## config.mk

```make
export PLATFORM = sky130hd
export DESIGN_NAME = uart_tx_fifo
export DESIGN_NICKNAME = d
export VERILOG_FILES = /design/src/rtl/uart_tx_fifo.sv
export SDC_FILE = /design/constraint.sdc
export NUM_CORES = 1
export LEC_CHECK = 0
export CAP_MARGIN = 20
export CORE_ASPECT_RATIO = 1.2
export CORE_MARGIN = 5
export CORE_UTILIZATION = 64
export CTS_BUF_LIST = sky130_fd_sc_hd__clkbuf_2
export DETAILED_ROUTE_END_ITERATION = 8
export HOLD_SLACK_MARGIN = 0.02
export PLACE_DENSITY = 0.9
export SLEW_MARGIN = 20
export SYNTH_ARGS = -nofsm -noshare
export SYNTH_HDL_FRONTEND = slang
export SYNTH_SLANG_ARGS = --single-unit
```

## constraint.sdc

```tcl
create_clock -name clk -period 3.49 [get_ports clk]
set_input_delay 0.8725 -clock clk [delete_from_list [all_inputs] [get_ports clk]]
set_output_delay 0.8725 -clock clk [all_outputs]
set_load 0.01 [all_outputs]
```

## src/rtl/uart_tx_fifo.sv

```systemverilog
// Buffered 8N1 UART transmitter: a byte FIFO in front of a start/data/stop
// serialiser. Bytes go out LSB first on a registered, idle-high line.
module uart_tx_fifo #(
    parameter int DELAY_FRAMES = 234,
    parameter int FIFO_DEPTH   = 16
) (
    input  logic                          clk,
    input  logic                          rstN,
    input  logic [7:0]                    txData,
    input  logic                          txValid,
    output logic                          txReady,
    output logic                          uartTx,
    output logic                          busy,
    output logic [$clog2(FIFO_DEPTH):0]   fifoCount
);

    localparam int PTR_W = $clog2(FIFO_DEPTH);
    localparam int CNT_W = PTR_W + 1;
    localparam logic [12:0]      BAUD_LAST  = 13'(DELAY_FRAMES - 1);
    localparam logic [CNT_W-1:0] FULL_COUNT = CNT_W'(FIFO_DEPTH);

    typedef enum logic [1:0] {
        IDLE  = 2'd0,
        START = 2'd1,
        DATA  = 2'd2,
        STOP  = 2'd3
    } txStateT;

    // Handshake: a byte is taken on every rising edge where txValid && txReady.
    // txReady depends only on the registered count, so a pop in the same cycle
    // as a full FIFO does not open a slot until the following cycle.
    logic [7:0]       mem [FIFO_DEPTH];
    logic [PTR_W-1:0] wrPtr;
    logic [PTR_W-1:0] rdPtr;
    logic [CNT_W-1:0] count;
    logic             push;
    logic             pop;
    logic             haveByte;

    assign txReady   = (count != FULL_COUNT);
    assign push      = txValid && txReady;
    assign haveByte  = (count != '0);
    assign fifoCount = count;

    always_ff @(posedge clk) begin
        if (push) begin
            mem[wrPtr] <= txData;
        end
    end

    always_ff @(posedge clk or negedge rstN) begin
        if (!rstN) begin
            wrPtr <= '0;
            rdPtr <= '0;
            count <= '0;
        end else begin
            if (push) begin
                wrPtr <= wrPtr + 1'b1;
            end
            if (pop) begin
                rdPtr <= rdPtr + 1'b1;
            end
            case ({push, pop})
                2'b10:   count <= count + 1'b1;
                2'b01:   count <= count - 1'b1;
                default: count <= count;
            endcase
        end
    end

    txStateT     state;
    txStateT     stateNext;
    logic [12:0] baudCnt;
    logic [12:0] baudNext;
    logic [2:0]  bitIdx;
    logic [2:0]  bitNext;
    logic [7:0]  shiftReg;
    logic [7:0]  shiftNext;
    logic        lineBit;
    logic        baudLast;

    assign baudLast = (baudCnt == BAUD_LAST);
    assign busy     = (state != IDLE);

    always_ff @(posedge clk or negedge rstN) begin
        if (!rstN) begin
            state    <= IDLE;
            baudCnt  <= '0;
            bitIdx   <= '0;
            shiftReg <= '0;
            uartTx   <= 1'b1;
        end else begin
            state    <= stateNext;
            baudCnt  <= baudNext;
            bitIdx   <= bitNext;
            shiftReg <= shiftNext;
            uartTx   <= lineBit;
        end
    end

    // The line register lags the state by one cycle, which gives the
    // push-to-falling-edge latency of two cycles.
    always_comb begin
        stateNext = state;
        baudNext  = baudCnt;
        bitNext   = bitIdx;
        shiftNext = shiftReg;
        pop       = 1'b0;
        lineBit   = 1'b1;
        case (state)
            IDLE: begin
                lineBit = 1'b1;
                if (haveByte) begin
                    pop       = 1'b1;
                    shiftNext = mem[rdPtr];
                    baudNext  = '0;
                    bitNext   = '0;
                    stateNext = START;
                end
            end
            START: begin
                lineBit = 1'b0;
                if (baudLast) begin
                    baudNext  = '0;
                    stateNext = DATA;
                end else begin
                    baudNext = baudCnt + 13'd1;
                end
            end
            DATA: begin
                lineBit = shiftReg[bitIdx];
                if (baudLast) begin
                    baudNext = '0;
                    if (bitIdx == 3'd7) begin
                        stateNext = STOP;
                    end else begin
                        bitNext = bitIdx + 3'd1;
                    end
                end else begin
                    baudNext = baudCnt + 13'd1;
                end
            end
            STOP: begin
                lineBit = 1'b1;
                if (baudLast) begin
                    baudNext = '0;
                    // Chain straight into the next start bit when more data waits.
                    if (haveByte) begin
                        pop       = 1'b1;
                        shiftNext = mem[rdPtr];
                        bitNext   = '0;
                        stateNext = START;
                    end else begin
                        stateNext = IDLE;
                    end
                end else begin
                    baudNext = baudCnt + 13'd1;
                end
            end
            default: begin
                stateNext = IDLE;
            end
        endcase
    end

endmodule

```

Yosys cells after proc, flatten, opt, wreduce, memory -nomap -nowiden
Memory sizes are Yosys's and may differ from the RTL's.
Cells that the tools add are included.
{"block": "word_totals", "register_bits": 40, "ramBits": 128, "output_inout_bits": 8, "word_cells": 69, "memories": 1}
{"block": "classes", "n_addsub": 6, "magnitude_cmp": 1, "n_eq_ne": 14, "muxes": 27, "reduce_logical": 12}
{"memory": "mem", "depth": 16, "width": 8, "rd": 1, "rd_ports_with_merged_regs": 0, "wr": 1, "line": "32", "rtl": "logic [7:0] mem [FIFO_DEPTH];"}
{"cell": "$mux 13", "n": 2}
{"cell": "$pmux 13 s2", "n": 1}
{"cell": "$mux 8", "n": 2}
{"cell": "$pmux 8 s2", "n": 1}
{"cell": "$add 13x1->13 const B", "n": 1}
{"cell": "$eq 13x8->1 const B", "n": 1}
{"cell": "$mux 3", "n": 4}
{"cell": "$ne 2x2->1 const B", "n": 6}
{"cell": "$mux 2", "n": 5}
{"cell": "$pmux 5 s2", "n": 1}
{"cell": "$pmux 3 s3", "n": 1}
{"cell": "$add 4x1->4 const B", "n": 2}
{"cell": "$pmux 2 s4", "n": 1}
{"cell": "$eq 2x2->1 const B", "n": 3}
{"cell": "$mux 1", "n": 6}
{"cell": "$reduce_bool 2->1", "n": 3}
{"cell": "$add 5x1->5 const B", "n": 1}
{"cell": "$ne 5x5->1 const B", "n": 1}
{"cell": "$reduce_and 5->1", "n": 1}
{"cell": "$reduce_bool 5->1", "n": 1}
{"cell": "$sub 5x1->5 const B", "n": 1}
{"cell": "$eq 2x1->1 const B", "n": 2}
{"cell": "$lt 3x4->1 const B", "n": 1}
{"cell": "$reduce_and 4->1", "n": 1}
{"cell": "other kinds (11)", "n": 11}

Depth between registers and ports, before layout
Gate-level depths: netlist (run 1).
{"block": "depth", "word_depth": 6, "ltp_mapped": 15, "mapped_depth_nobuf": 14}

Least setup slack after synthesis (run 1)
Ideal clock, no wire load.
{"block": "synth_path", "path_type": "flip-flop to flip-flop", "startpoint": "reg count[1] (netlist: fifoCount[1])", "endpoint": "reg count[4] (netlist: fifoCount[4])", "setup_time_ps": 80, "arrival_ps": 3025, "required_time_ps": 3410, "path_slack_ps": 385, "stages_incl_launch_ff": 15, "path_buffers": 3, "period_less_slack_ps": 3105, "path_cell_list": "dfrtp_1 > clkbuf_1 > nor4_1 > nand2_1 > and2_1 > clkbuf_1 > inv_1 > ha_1 > clkbuf_1 > xor2_1 > ha_1 > a31oi_1 > or2_2 > a21oi_1 > xnor2_1"}
{"element": "start, declared", "line": "35", "rtl": "logic [CNT_W-1:0] count;"}
{"element": "start signal, assigned", "line": "64", "rtl": "2'b10: count <= count + 1'b1;"}
{"element": "start signal, assigned", "line": "65", "rtl": "2'b01: count <= count - 1'b1;"}
{"element": "start signal, assigned", "line": "66", "rtl": "default: count <= count;"}
{"element": "$ne 5x5->1 (*)", "line": "40", "rtl": "assign txReady = (count != FULL_COUNT);"}
{"element": "via txReady", "line": "11", "rtl": "output logic txReady,"}
{"element": "$logic_and 1x1->1 (*)", "line": "41", "rtl": "assign push = txValid && txReady;"}
{"element": "$eq 2x1->1 / $eq 2x2->1 (equally long branches)", "line": "63", "rtl": "case ({push, pop})"}
{"element": "$pmux 5 s2 / $reduce_bool 2->1 (equally long branches)"}
The timed path passes the listed nets; every way through them passes the cells marked *.
A chain may end at the register's enable or synchronous reset.

Worst setup path after layout (run 1)
{"block": "layout_path", "startpoint": "reg count[1] (netlist: fifoCount[1])", "endpoint": "out txReady"}
{"block": "layout_between", "elab_chain_cells": 1}
{"element": "$ne 5x5->1", "line": "40"}
{"element": "end, declared", "line": "11"}
No other way between the ends.

==> results of run 1 <==
-- layout make-up --
| class | instances | area (sq um) | area share |
|---|---|---|---|
| inverters | 11 | 41.3 | 0.00527 |
| clock inverters | 14 | 128 | 0.0163 |
| flip-flops and latches | 168 | 4850 | 0.619 |
| repair buffers | 39 | 333 | 0.0425 |
| clock buffers | 18 | 90.1 | 0.0115 |
| multi-input cells | 276 | 2230 | 0.284 |
| well taps | 132 | 165 | 0.0211 |
-- synth_stat cells, types with 3 or more instances --
| library cell | n | share of area |
|---|---|---|
| dfrtp_1 | 39 | 0.14 |
| nand2b_1 | 5 | 0.0043 |
| inv_1 | 11 | 0.0057 |
| mux2i_1 | 17 | 0.024 |
| nand3_1 | 11 | 0.0076 |
| nand2_1 | 43 | 0.022 |
| o21ai_0 | 24 | 0.017 |
| o31ai_1 | 5 | 0.0052 |
| a31oi_1 | 11 | 0.0095 |
| mux4_2 | 27 | 0.084 |
| nor4_1 | 3 | 0.0026 |
| nand3b_1 | 3 | 0.0031 |
| mux2_2 | 4 | 0.0062 |
| buf_1 | 4 | 0.0021 |
| a221oi_1 | 3 | 0.0036 |
| nor2b_1 | 4 | 0.0035 |
| edfxtp_1 | 128 | 0.53 |
| a21oi_1 | 17 | 0.012 |
| clkbuf_1 | 14 | 0.0073 |
| ha_1 | 17 | 0.029 |
| nor2_1 | 31 | 0.016 |
| buf_2 | 3 | 0.0021 |
| xnor2_1 | 6 | 0.0073 |
| a21o_1 | 4 | 0.0042 |
| xor2_1 | 9 | 0.011 |
| nor3_1 | 5 | 0.0035 |
-- critical path, delay by kind of cell (launching register included) --
kind	cells	cell delay (ps)
buf+inv	1	500
flops	1	530
simple gates	2	610
-- per-layer routing --
layer / part of all wire / vias to the layer above / wire length [um]
met5: 0 / - / 0
met4: 0.028 / 0 / 397
met3: 0.062 / 30 / 879
met2: 0.53 / 189 / 7490
met1: 0.38 / 2082 / 5390
li1: - / 1892 / -
-- per-stage QoR --
stage | worst slack (ps) | hold WS [ps] | util | area, sq um
5_1_grt | 66.5 | 250 | 0.710 | 7830
6_report | 269 | 249 | 0.710 | 7830
3_5_place_dp | 380 | 502 | 0.689 | 7610
3_3_place_gp | 491 | 491 | 0.689 | 7610
2_1_floorplan | 385 | 460 | - | 7210
4_1_cts | 3.71 | 216 | 0.709 | 7830
-- path summary, 6_finish.rpt --
path | endpoint | depth (start not counted) | slack [ps]
max | txReady | 3 | 270
min | fifoCount[3] | 1 | 250
max reg2reg | fifoCount[4] | 11 | 340
min reg2reg | baudCnt[7] | 1 | 530
max in group asynchronous | rdPtr[2] | 1 | 2640
min in group clk | baudCnt[7] | 1 | 530
-- report_power, final --
group          switching, mW  internal [mW]  leakage [nW]
clock                  0.660          0.264         0.128
combinational          0.320          0.243         0.928
sequential             0.131           2.36          1.65
-- cell families after synthesis --
| logic type | count (synthesis) | share of synthesized area |
|---|---|---|
| flip-flops | 168 | 0.672 |
| AND/OR/NAND/NOR | 119 | 0.0772 |
| adder cells (fa/ha/maj) | 17 | 0.0295 |
| multiplexers | 48 | 0.114 |
| buffers and inverters | 34 | 0.0203 |
| XOR/XNOR | 15 | 0.0182 |
| AO/OA/AOI/OAI | 77 | 0.0689 |
-- state kept, by name, summed over array words and instances (netlist names), 2 cells and up --
name / flops
mem: 128
state: 2
shiftReg: 8
bitIdx: 3
baudCnt: 13
wrPtr: 4
rdPtr: 4
fifoCount: 5
==> metrics.txt, run 1 <==
biggest cell delay along the critical path 530 ps; Starting Density 0.654; per-cell routed wire length 21.5 um; vias in the first global route 4357; status finished, final reports clean; aggregate global routing overflow 0; post-synthesis async set-or-reset flop share 0.238; met3 Use GR 0.0589; CP Capture Type output port; Critical Path AT 2350 ps; commonest non-fill, non-tap cell in the layout edfxtp_1; count of cell types in the netlist 48; core area 11000 sq um; Post-Syn Instances 478; CTS tree built; most frequent cells in the layout 128 x edfxtp_1, 43 x nand2_1, 37 x dfrtp_1; die area 13500 sq um; first-pass GRT wire length 22.8 mm; sequential fraction of the synthesis area 0.672; crit path kind reg2out; Crit Path Max Fanout 9; row count 42; min-delay worst type in2async; CP startpoint fifoCount[1]; hold_buf cts 0; routed vias/inst between 6 and 7; Req. time, crit path 2620 ps; Ys Warns 0; Ant. Diodes 0; DP Cell Count between 600 and 700; slowest cell on the critical path dfrtp_1; Clock Path Buffers 2; fin nets 541; htree depth 4; initial antenna violation count 0; setup TNS 0 ps; RSZ-0062 raised after global routing no; Synth Net Count 506; layout cells sized above 1 0.183; Tmin final 3220 ps; DRT iter0 DRCs 430; pwr/cell area 508 nW/um^2; Yosys reg bits between 150 and 200; Worst Max-Slew Pin Slew 903 ps; wirelength, routed about 14 mm; die width around 110 um; Worst-path clk slew 220 ps; Layout fillers 719; Pwr Total around 4 mW; area grow syn2layout 8.59%; clock root buffer clkbuf_2; synthesized area just over 7000 sq um; Max VDD drop 0.348 mV; post-route clock period utilization 0.923; GPL Wtd Cong between 0.8 and 0.9; CP Launch Type register; Final Setup Violations 0; DP HPWL between 9 and 10 mm; maxcap violations 0; leak pwr 2.71 nW; met1 GRT Util 0.279; Inserted Clock Buffers 17; All-Layer GR Usage 0.226; Final Skew 20.9 ps; EDFF count, synth about 130; Clk Latency, worst-skew pair slightly above 700 ps; GRT met2 Usage 0.385; pin count of the biggest net entering global routing 41; Avg Cell Area, Syn 15.1 sq um; Post-CTS Setup Inserts 0; number of max-slew violations in the final report 0; TritonRoute pass-1 iters 5; drt drc 0; Relative slew margins 0.398; IO Port Bufs 18; via count roughly 4200; Final Hold Viols 0; GRT busiest layer met2; post_cts resized 0; I/O pin total 19; Post-Layout Cell Count between 600 and 700; Die H 126 um; Crit Reg-Reg Startpoint baudCnt[2]; top_reg_cell synth edfxtp_1; clock sink total around 170; Fmax 310 MHz; Final ANT Viol Nets 0; CP cell instances nor4_2 -> nand2_1 -> clkdlybuf4s50_1
No activity file was read; power rests on OpenSTA's default activity.
==> run 2: changes to the inputs <==
Settings changed: CELL_PAD_IN_SITES_DETAIL_PLACEMENT from default to 0, CELL_PAD_IN_SITES_GLOBAL_PLACEMENT from default to 1, CORE_UTILIZATION 64 to 40, CTS_BUF_LIST sky130_fd_sc_hd__clkbuf_2 to sky130_fd_sc_hd__clkbuf_4 sky130_fd_sc_hd__clkbuf_8, PLACE_DENSITY 0.9 to 0.71.
==> metrics.txt, run 2 (same netlist as run 1, synthesis figures left out) <==
Ant. Diodes 0; IO Port Bufs 18; Final Hold Viols 0; Top reg by flops mem; Post-Layout Cell Count 752; Final Skew about 16 ps; Max VDD drop 0.248 mV; die area 20800 sq um; DRT iter0 DRCs 312; DP HPWL roughly 10 mm; layout cells sized above 1 0.192; Tmin final 3170 ps; I/O pin total 19; pin count of the biggest net entering global routing 41; pwr/cell area 542 nW/um^2; R2R depth 12; routed vias/inst approximately 5.4; number of flip-flops in the largest register 128; vias in the first global route 4306; wirelength, routed 14.7 mm; leak pwr 2.81 nW; core area 17600 sq um; post-route clock period utilization 0.909; area grow syn2layout 13.2%; Req. time, crit path 3880 ps; hold_buf cts 0; Fmax 315 MHz; clock root buffer clkbuf_8; top flop regs mem x128, baudCnt x13, shiftReg x8; CP Capture Type register; maxcap violations 0; most frequent cells in the layout 128 x edfxtp_1, 43 x nand2_1, 37 x dfrtp_1; via count 4068; Die H approximately 160 um; min-delay worst type reg2reg; first-pass GRT wire length 23.7 mm; CP Launch Type register; Clock Path Buffers 2; htree depth 4; R2R setup slack 320 ps; fin area 8160 sq um; Pwr Total roughly 4.4 mW; Post-CTS Setup Inserts 0; aggregate global routing overflow 0; Cell Area, Placed 7760 sq um; Inserted Clock Buffers 17; drt drc 0; Final Setup Violations 0; Critical R2R Capture fifoCount[4]; row count between 50 and 60; Clk Latency, worst-skew pair between 400 and 500 ps; Hold Crit Depth 1; crit path kind reg2reg; per-cell routed wire length around 20 um; Crit Reg-Reg Startpoint baudCnt[2]; TritonRoute pass-1 iters 4; number of max-slew violations in the final report 0; die width around 130 um; Layout fillers 1541; post_cts resized 0; hold worst-path end shiftReg[6]; fin nets 547; initial antenna violation count 0; Worst Max-Slew Pin Slew 930 ps; Critical Path AT 3560 ps; DP Cell Count 720; setup TNS 0 ps; GPL Wtd Cong 0.779; RSZ-0062 raised after global routing no; Final ANT Viol Nets 0; status finished, final reports clean; All-Layer GR Usage 0.150; Starting Density 0.409; commonest non-fill, non-tap cell in the layout edfxtp_1; Crit Path Max Fanout 8; Worst-path clk slew 100 ps; min-delay src shiftReg[6]; Relative slew margins 0.380; clock sink total 168; CTS tree built
## run 2: report_power, final
part	internal (mW)	total, mW	switching [mW]
clock	0.607	1.38	0.771
sequential	2.36	2.48	0.120
combinational	0.246	0.568	0.323
total	3.21	4.42	1.21
## run 2: worst max-delay path, stage by stage, from the launching register on
cell and delay, ps:
dfrtp_1 450, or4_4 570, nor4_1 270, a21oi_1 140, nor2_1 170, ha_1 360, xor2_1 130, ha_1 230
o21a_1 170, o21ai_0 210, nand3b_1 110, a21oi_1 170, xnor2_1 130
## run 2: cell type report
class / count / area [sq um] / share of cell area
clock buffer: 18 / 241 / 0.0296
clock inverter: 14 / 158 / 0.0193
inverter: 11 / 41.3 / 0.00506
multi-input combinational: 276 / 2220 / 0.272
sequential: 168 / 4850 / 0.594
tap: 220 / 275 / 0.0337
timing repair buffer: 45 / 378 / 0.0463
## run 2: how the worst max path moves through the flow
stage / from / slack, ps / cells after the start / endpoint
after CTS: baudCnt[2] / 340 / 12 / fifoCount[4]
after global routing: baudCnt[2] / 50 / 12 / fifoCount[4]
after floorplan: fifoCount[1] / 380 / 14 / fifoCount[4]
final: baudCnt[2] / 320 / 12 / fifoCount[4]
after detailed placement: baudCnt[2] / 360 / 12 / fifoCount[4]
after global placement: baudCnt[2] / 490 / 11 / fifoCount[4]
## run 2: per-layer routing
layer / up-vias / part of all wire / track usage / wire (um)
met4: 0 / 0.034 / 0.0752 / 503
met1: 2069 / 0.41 / 0.178 / 6040
met2: 71 / 0.52 / 0.263 / 7680
met5: - / 0 / 0 / 0
li1: 1898 / - / - / -
met3: 30 / 0.031 / 0.0288 / 451
## run 2: metrics by stage
stage	utilization	hold slack [ps]	worst slack (ps)
after global routing	0.463	538	45.9
after global placement	0.440	490	490
after CTS	0.463	515	339
after floorplan	-	460	385
final	0.463	512	318
after detailed placement	0.440	495	355
